`config.mk`:
```
export PLATFORM = sky130hd
export DESIGN_NAME = trigger_crossbar_matrix
export DESIGN_NICKNAME = d
export VERILOG_FILES = /design/src/rtl/trigger_crossbar_matrix.sv
export SDC_FILE = /design/constraint.sdc
export NUM_CORES = 1
export LEC_CHECK = 0
export BUFFER_PORTS_ARGS = -buffer_cell sky130_fd_sc_hd__buf_2
export CAP_MARGIN = 20
export CORE_MARGIN = 1
export CORE_UTILIZATION = 50
export CTS_CLUSTER_DIAMETER = 150
export DETAILED_ROUTE_END_ITERATION = 8
export GPL_ROUTABILITY_DRIVEN = 0
export HOLD_SLACK_MARGIN = 0.15
export PLACE_DENSITY_LB_ADDON = 0.25
export REMOVE_ABC_BUFFERS = 1
export SETUP_SLACK_MARGIN = 0.1
export SLEW_MARGIN = 0
export SYNTH_ARGS = -nofsm -noshare
export SYNTH_HDL_FRONTEND = slang
export SYNTH_SLANG_ARGS = --single-unit
```
`constraint.sdc`:
```
create_clock -name clk -period 3.56 [get_ports clk]
set_clock_uncertainty 0.05 [all_clocks]
set_input_delay 0.534 -clock clk [delete_from_list [all_inputs] [get_ports clk]]
set_output_delay 0.534 -clock clk [all_outputs]
set_load 0.02 [all_outputs]
```
`src/rtl/trigger_crossbar_matrix.sv`:
```
// trigger_crossbar_matrix
//   NUM_IN x NUM_OUT run-time trigger routing matrix. Every output picks any
//   synchronised input and applies level or edge (stretched pulse) shaping,
//   optional inversion, or is held off. Sticky activity flags record which
//   inputs have changed since firmware last cleared them.
module trigger_crossbar_matrix #(
  parameter int NUM_IN       = 12,
  parameter int NUM_OUT      = 12,
  parameter int STRETCH_BITS = 8,
  parameter int SYNC_STAGES  = 2,
  localparam int CH_W        = (NUM_OUT > 1) ? $clog2(NUM_OUT) : 1,
  localparam int SRC_W       = (NUM_IN > 1) ? $clog2(NUM_IN) : 1
) (
  input  logic                    clk,
  input  logic                    rst_n,
  input  logic [NUM_IN-1:0]       trig_in,
  input  logic                    cfg_wr_en,
  input  logic [CH_W-1:0]         cfg_channel,
  input  logic [SRC_W-1:0]        cfg_source,
  input  logic [1:0]              cfg_mode,
  input  logic                    cfg_invert,
  input  logic [STRETCH_BITS-1:0] cfg_stretch,
  output logic                    cfg_ack,
  output logic                    cfg_err,
  input  logic                    seen_clear,
  output logic [NUM_IN-1:0]       trig_seen,
  output logic [NUM_OUT-1:0]      trig_out
);

  typedef enum logic [1:0] {
    MODE_LEVEL = 2'd0,
    MODE_RISE  = 2'd1,
    MODE_FALL  = 2'd2,
    MODE_OFF   = 2'd3
  } mode_e;

  // ---------------------------------------------------------------------------
  // Storage
  // ---------------------------------------------------------------------------
  logic [NUM_IN-1:0]       sync_q [SYNC_STAGES];
  logic [NUM_IN-1:0]       hist_q;
  logic [NUM_IN-1:0]       sync_now;

  logic [SRC_W-1:0]        src_q     [NUM_OUT];
  mode_e                   mode_q    [NUM_OUT];
  logic                    inv_q     [NUM_OUT];
  logic [STRETCH_BITS-1:0] stretch_q [NUM_OUT];
  logic [STRETCH_BITS-1:0] cnt_q     [NUM_OUT];

  logic [STRETCH_BITS-1:0] cnt_d     [NUM_OUT];
  logic [NUM_OUT-1:0]      out_d;
  logic [NUM_OUT-1:0]      wr_hit;

  logic                    ch_ok;
  logic                    src_ok;
  logic                    cfg_valid;

  assign sync_now  = sync_q[SYNC_STAGES-1];

  // A write is only applied when both indices address real hardware.
  assign ch_ok     = (32'(cfg_channel) < 32'(NUM_OUT));
  assign src_ok    = (32'(cfg_source)  < 32'(NUM_IN));
  assign cfg_valid = ch_ok && src_ok;

  // ---------------------------------------------------------------------------
  // Input synchroniser chain plus one history stage for edge detection
  // ---------------------------------------------------------------------------
  // NOTE: all clocked state uses non-blocking assignments so every flop in the
  // chain samples the value from before this edge, giving a true shift.
  always_ff @(posedge clk) begin
    if (!rst_n) begin
      for (int s = 0; s < SYNC_STAGES; s++) sync_q[s] <= '0;
      hist_q <= '0;
    end else begin
      sync_q[0] <= trig_in;
      for (int s = 1; s < SYNC_STAGES; s++) sync_q[s] <= sync_q[s-1];
      hist_q <= sync_now;
    end
  end

  // ---------------------------------------------------------------------------
  // Sticky activity flags; a new change wins over a simultaneous clear
  // ---------------------------------------------------------------------------
  always_ff @(posedge clk) begin
    if (!rst_n) begin
      trig_seen <= '0;
    end else begin
      trig_seen <= (trig_seen & {NUM_IN{~seen_clear}}) | (sync_now ^ hist_q);
    end
  end

  // ---------------------------------------------------------------------------
  // Per-output configuration registers and write handshake
  // ---------------------------------------------------------------------------
  // NOTE: the configuration arrays are reset explicitly because the identity
  // routing map must be in place straight out of reset; these are small
  // register banks, not RAM, so a full reset is cheap and intended.
  always_ff @(posedge clk) begin
    if (!rst_n) begin
      for (int o = 0; o < NUM_OUT; o++) begin
        src_q[o]     <= SRC_W'(o % NUM_IN);
        mode_q[o]    <= MODE_LEVEL;
        inv_q[o]     <= 1'b0;
        stretch_q[o] <= '0;
      end
      cfg_ack <= 1'b0;
      cfg_err <= 1'b0;
    end else begin
      for (int o = 0; o < NUM_OUT; o++) begin
        if (wr_hit[o]) begin
          src_q[o]     <= cfg_source;
          mode_q[o]    <= mode_e'(cfg_mode);
          inv_q[o]     <= cfg_invert;
          stretch_q[o] <= cfg_stretch;
        end
      end
      cfg_ack <= cfg_wr_en;
      cfg_err <= cfg_wr_en && !cfg_valid;
    end
  end

  // ---------------------------------------------------------------------------
  // Routing, edge detection, pulse stretching and output shaping
  // ---------------------------------------------------------------------------
  // NOTE: every signal driven here gets a default at the top of the block so
  // no path leaves it unassigned, which would otherwise infer a latch.
  always_comb begin
    out_d  = '0;
    wr_hit = '0;
    for (int o = 0; o < NUM_OUT; o++) begin
      logic cur;
      logic old;
      logic edge_det;
      logic pulse;

      cnt_d[o] = cnt_q[o];
      cur      = sync_now[src_q[o]];
      old      = hist_q[src_q[o]];
      edge_det = 1'b0;
      pulse    = 1'b0;

      wr_hit[o] = cfg_wr_en && cfg_valid && (32'(cfg_channel) == 32'(o));

      unique case (mode_q[o])
        MODE_RISE: edge_det = cur & ~old;
        MODE_FALL: edge_det = ~cur & old;
        default:   edge_det = 1'b0;
      endcase

      // Retriggerable: an edge always reloads; otherwise count down to zero.
      if (edge_det) begin
        cnt_d[o] = stretch_q[o];
        pulse    = 1'b1;
      end else if (cnt_q[o] != '0) begin
        cnt_d[o] = cnt_q[o] - STRETCH_BITS'(1);
        pulse    = 1'b1;
      end else begin
        cnt_d[o] = '0;
        pulse    = 1'b0;
      end

      // Reconfiguring a channel aborts whatever pulse it was producing.
      if (wr_hit[o]) begin
        cnt_d[o] = '0;
        pulse    = 1'b0;
      end

      unique case (mode_q[o])
        MODE_LEVEL: out_d[o] = cur ^ inv_q[o];
        MODE_RISE,
        MODE_FALL:  out_d[o] = pulse ^ inv_q[o];
        default:    out_d[o] = 1'b0;
      endcase
    end
  end

  // Register stretch counters and the shaped outputs.
  always_ff @(posedge clk) begin
    if (!rst_n) begin
      for (int o = 0; o < NUM_OUT; o++) cnt_q[o] <= '0;
      trig_out <= '0;
    end else begin
      for (int o = 0; o < NUM_OUT; o++) cnt_q[o] <= cnt_d[o];
      trig_out <= out_d;
    end
  end

endmodule
```
Yosys cells after proc, flatten, opt, wreduce, memory -nomap -nowiden --
Memory sizes are Yosys's and may differ from the RTL's. Index checks and enable logic that the tools add are counted.
Storage, ports and cells: register bits after elaboration 38, memory bits (writable) 300, bits of input ports 35, output and inout port bits 26, logic and storage cells 507, memories kept 6
Memory list:
- cnt_q | words 12, bits a word 8, rd ports 12, clocked after Yosys merged registers in 0, write ports 12, RTL line 48 | logic [STRETCH_BITS-1:0] cnt_q [NUM_OUT];
- stretch_q | words 12, bits a word 8, rd ports 12, clocked after Yosys merged registers in 0, write ports 12, RTL line 47 | logic [STRETCH_BITS-1:0] stretch_q [NUM_OUT];
- src_q | words 12, bits a word 4, rd ports 12, clocked after Yosys merged registers in 0, write ports 12, RTL line 44 | logic [SRC_W-1:0] src_q [NUM_OUT];
- mode_q | words 12, bits a word 2, rd ports 12, clocked after Yosys merged registers in 0, write ports 12, RTL line 45 | mode_e mode_q [NUM_OUT];
- sync_q | words 2, bits a word 12, rd ports 2, clocked after Yosys merged registers in 0, write ports 2, RTL line 40 | logic [NUM_IN-1:0] sync_q [SYNC_STAGES];
- inv_q | words 12, bits a word 1, rd ports 12, clocked after Yosys merged registers in 0, write ports 12, RTL line 46 | logic inv_q [NUM_OUT];
Cells by class: add/subtract/negate cells 12, order comparisons 14, equal/unequal tests 35, multiplexer cells 244, bitwise gates (word level) 138, reduce and logical (&&, ||, !) cells 53
Operator list (count):
- 8-bit 2-to-1 mux | 60
- 1-bit 2-to-1 mux | 110
- 1-bit binary-select mux with 4-bit select | 24
- 8-bit nonzero test | 12
- 8-bit by 1-bit subtractor with 8-bit output, second input constant | 12
- 1-bit OR | 62
- 4-bit by 5-bit < comparator with 1-bit output, second input constant | 12
- 4-bit 2-to-1 mux | 12
- 1-bit case mux with 2 select lines | 24
- 1-bit inverter | 25
- 1-bit bitwise AND | 24
- 2-bit by 1-bit == test with 1-bit output, second input constant | 12
- 2-bit == test, second input constant | 12
- 2-bit zero test | 12
- 12-bit 2-to-1 mux | 2
- 2-bit 2-to-1 mux | 12
- 2-bit OR reduction | 12
- 1-bit bitwise XOR | 24
- 4-bit by 3-bit == test with 1-bit output, second input constant | 4
- 4-bit == test, second input constant | 4
- 1-bit logical AND | 15
- 12-bit bitwise AND | 1
- 12-bit OR | 1
- 12-bit bitwise XOR | 1
- other kinds (5) | 7

Longest topological paths before layout --
word-level depth 9, gate-level depth with buffers 10, mapped depth without buffers 7

Worst setup path before layout --
No wires, ideal clock.
path type input -> register, from input port cfg_channel[2], to memory cnt_q[8][6], in the netlist cnt_q[2][6], setup time 0.121 ns, data arrival time 2.570 ns, required time 3.389 ns, setup slack 0.819 ns, cell stages on the path 8, buffers on the path 3, path through clkbuf_1 -> nand2b_1 -> or4b_1 -> clkbuf_1 -> nand2_1 -> clkbuf_1 -> nor3_1 -> mux2_2
RTL lines:
- start, declared | RTL line 18 | input logic [CH_W-1:0] cfg_channel,
- end, declared | RTL line 48

==> out/metrics.yaml <==
status: "finished, violations left"
violations: "DRC"
track_usage_pct: 23.9
dieArea_um2: 37200
cp_slowest_stage_delay_ns: 0.61
die_w_um: 193
layout.nets: 1862
ios: 61
numCtsBuffers: 39
grt-ovfl-total: 0
yosys_warnings: 0
synth-xor-area-share_pct: 4.19
grt_pass1_vias: 12800
grt_max_degree: 63
synth_area_leaders: "edfxtp_1 30%, dfxtp_1 17%, mux2i_1 6.8%, mux4_2 5.6%, ha_1 4.1%"
postSynthCellCount: 1741
io_buffer_count: 60
finalSetupViolations: 0
ctsHoldBuffers: 4
viasPerCell: 5.79
worst_pin_slew_ns: 0.855
coreArea_um2: 35700
cts_max_path_buffers: 3
worstSetupPathType: "flop to flop"
row_count: 69
end_kind: "flop"
crit_family: "compound AO/OA/AOI/OAI gates"
fin_tns_setup_ns: 0
worstPathCellList: "mux4_2 > or2_0 > a22oi_1 > a2bb2oi_2 > nor2_2 > o41ai_1"
max_slew_margin_pct: 42.9
path_clk_slew_ns: 0.06
grt_antenna_before_repair: 1
netlist.area_leader.share_pct: 29.5
syn-cell-area_um2: 18200
synth-compound-area-share_pct: 6.57
fin_util_pct: 56.7
routed_wl_um: 43500
fillers: 3002
avgSynthCellArea_um2: 10.5
crit_required_ns: 3.93
dieHeight_um: 193
postPlaceCellArea_um2: 18900
firstDrtPassIters: 7
worst-path-buf-inv: 0
vdd_drop_max_mv: 0.378
synth-edff-count: 179
post-route-period-util_pct: 81.4
synth_simple_gate_area_share_pct: 19.9
cts_root_buf: "clkbuf_16"
initial_utilization_pct: 51.0
synth-adder-area-share_pct: 4.13
start_kind: "flop"
holdWs_ns: 0.171
cp_data_arrival_time_ns: 3.27
yosysMostFrequentCell: "nor2_1"
post-cts-setup-buffers: 0
ant_nets: 0
drive_gt1_share_pct: 14.0
h-tree-depth: 2
finalCriticalPeriod_ns: 2.90
final-hold-violation-count: 0
ys_ff_latch: 338
n_antenna_cell: 0
p_leak_nw: 7.76
finalMaxSlewViolations: 0
clk_latency_ns: 0.54
grt_pass1_wl_um: 68900
layout_setup_ws_ns: 0.662
dpl.hpwl_um: 29200
fmax_mhz: 345
areaGrowthSynthToFinish_pct: 11.0
cts_resized: 0
hold_path_class: "input pin to flop"
rsz0062_at_grt: "false"
drt_iter0_drc: 994
cts_tree: "built"
ys_seq_area_share_pct: 47.0
cts_sinks: 338
dr_total_vias: 13100
yosys.area.top_type: "edfxtp_1"
ys.flop_type: "edfxtp_1"
yosysUniqueCellTypes: 71
slowest_stage: "edfxtp_1"
wl_per_cell_um: 19.3
async_reset_ff_share_pct: 0
dp_slack_ns: 0.656
synthMuxAreaShare_pct: 13.8
fin_area_um2: 20200
pwr_density_cell_nw_per_um2: 624
max_cap_viol_count: 0
crit_fanout: 8
synth_top_family_by_area: "simple AND/OR/NAND/NOR gates"
drcViolationCount: 12
synthTopCellsByCount: "194 x nor2_1, 179 x edfxtp_1, 167 x nand2_1"
==> cell type report <==
type / count / area [um^2] / share of cell area [%]
Tap cell: 461 / 577 / 2.86
Inverter: 90 / 338 / 1.67
Timing Repair Buffer: 98 / 611 / 3.02
Multi-Input combinational cell: 1200 / 8850 / 43.8
Clock inverter: 20 / 161 / 0.799
Sequential cell: 338 / 8560 / 42.4
Clock buffer: 51 / 1100 / 5.47
==> power breakdown <==
group          total [W]  switching, W  leakage (nW)  internal (W)
clock network    0.00394       0.00160         0.621       0.00234
registers        0.00529      0.000551          3.03       0.00474
logic            0.00338       0.00180          4.11       0.00158
==> layout by cell type, fill, tap and decap left out, types with 47 or more instances in the layout <==
cell type	n
edfxtp_1	179
xnor2_1	49
inv_1	90
buf_2	59
nand2_1	167
nor2_1	194
nand3_1	48
dfxtp_1	159
and2_1	47
mux2i_1	123
ha_1	60
==> final timing paths <==
kind | from | endpoint | slack [ns] | cells past startpoint
min | trig_in[7] | sync_q[0][7] | 0.17 | 2
max reg2reg | src_q[2][0] | cnt_q[2][7] | 0.66 | 6
min reg2reg | sync_q[0][11] | sync_q[0][23] | 0.37 | 1
max | src_q[2][0] | cnt_q[2][7] | 0.66 | 6
==> per-stage QoR <==
stage	total power, W	instances
floorplan	0.00791	1628
global placement	0.00863	2183
detailed placement	0.00871	2183
CTS	0.0127	2258
global route	0.0134	2258
finish	0.0126	2258
==> state kept, by name (all words and copies together), names as in the netlist <==
name / flops
trig_seen: 12
mode_q: 24
sync_q: 24
src_q: 48
hist_q: 12
trig_out: 12
stretch_q: 96
cnt_q: 96
cfg_ack: 1
cfg_err: 1
inv_q: 12
==> logic make-up after synthesis <==
| logic type | Yosys count |
|---|---|
| AND/OR/NAND/NOR | 712 |
| flip-flops | 338 |
| XOR/XNOR | 87 |
| AO/OA/AOI/OAI | 153 |
| multiplexers | 188 |
| buffers and inverters | 203 |
| adder cells (fa/ha/maj) | 60 |
==> metal layers <==
layer	share of wire [%]	wire length, um	track usage, %
met1	44	19300	33.4
met2	46	19800	37.8
met3	7.9	3430	4.84
met4	2.2	960	6.33
met5	0	0	0
No activity file was read; power rests on OpenSTA's default activity.
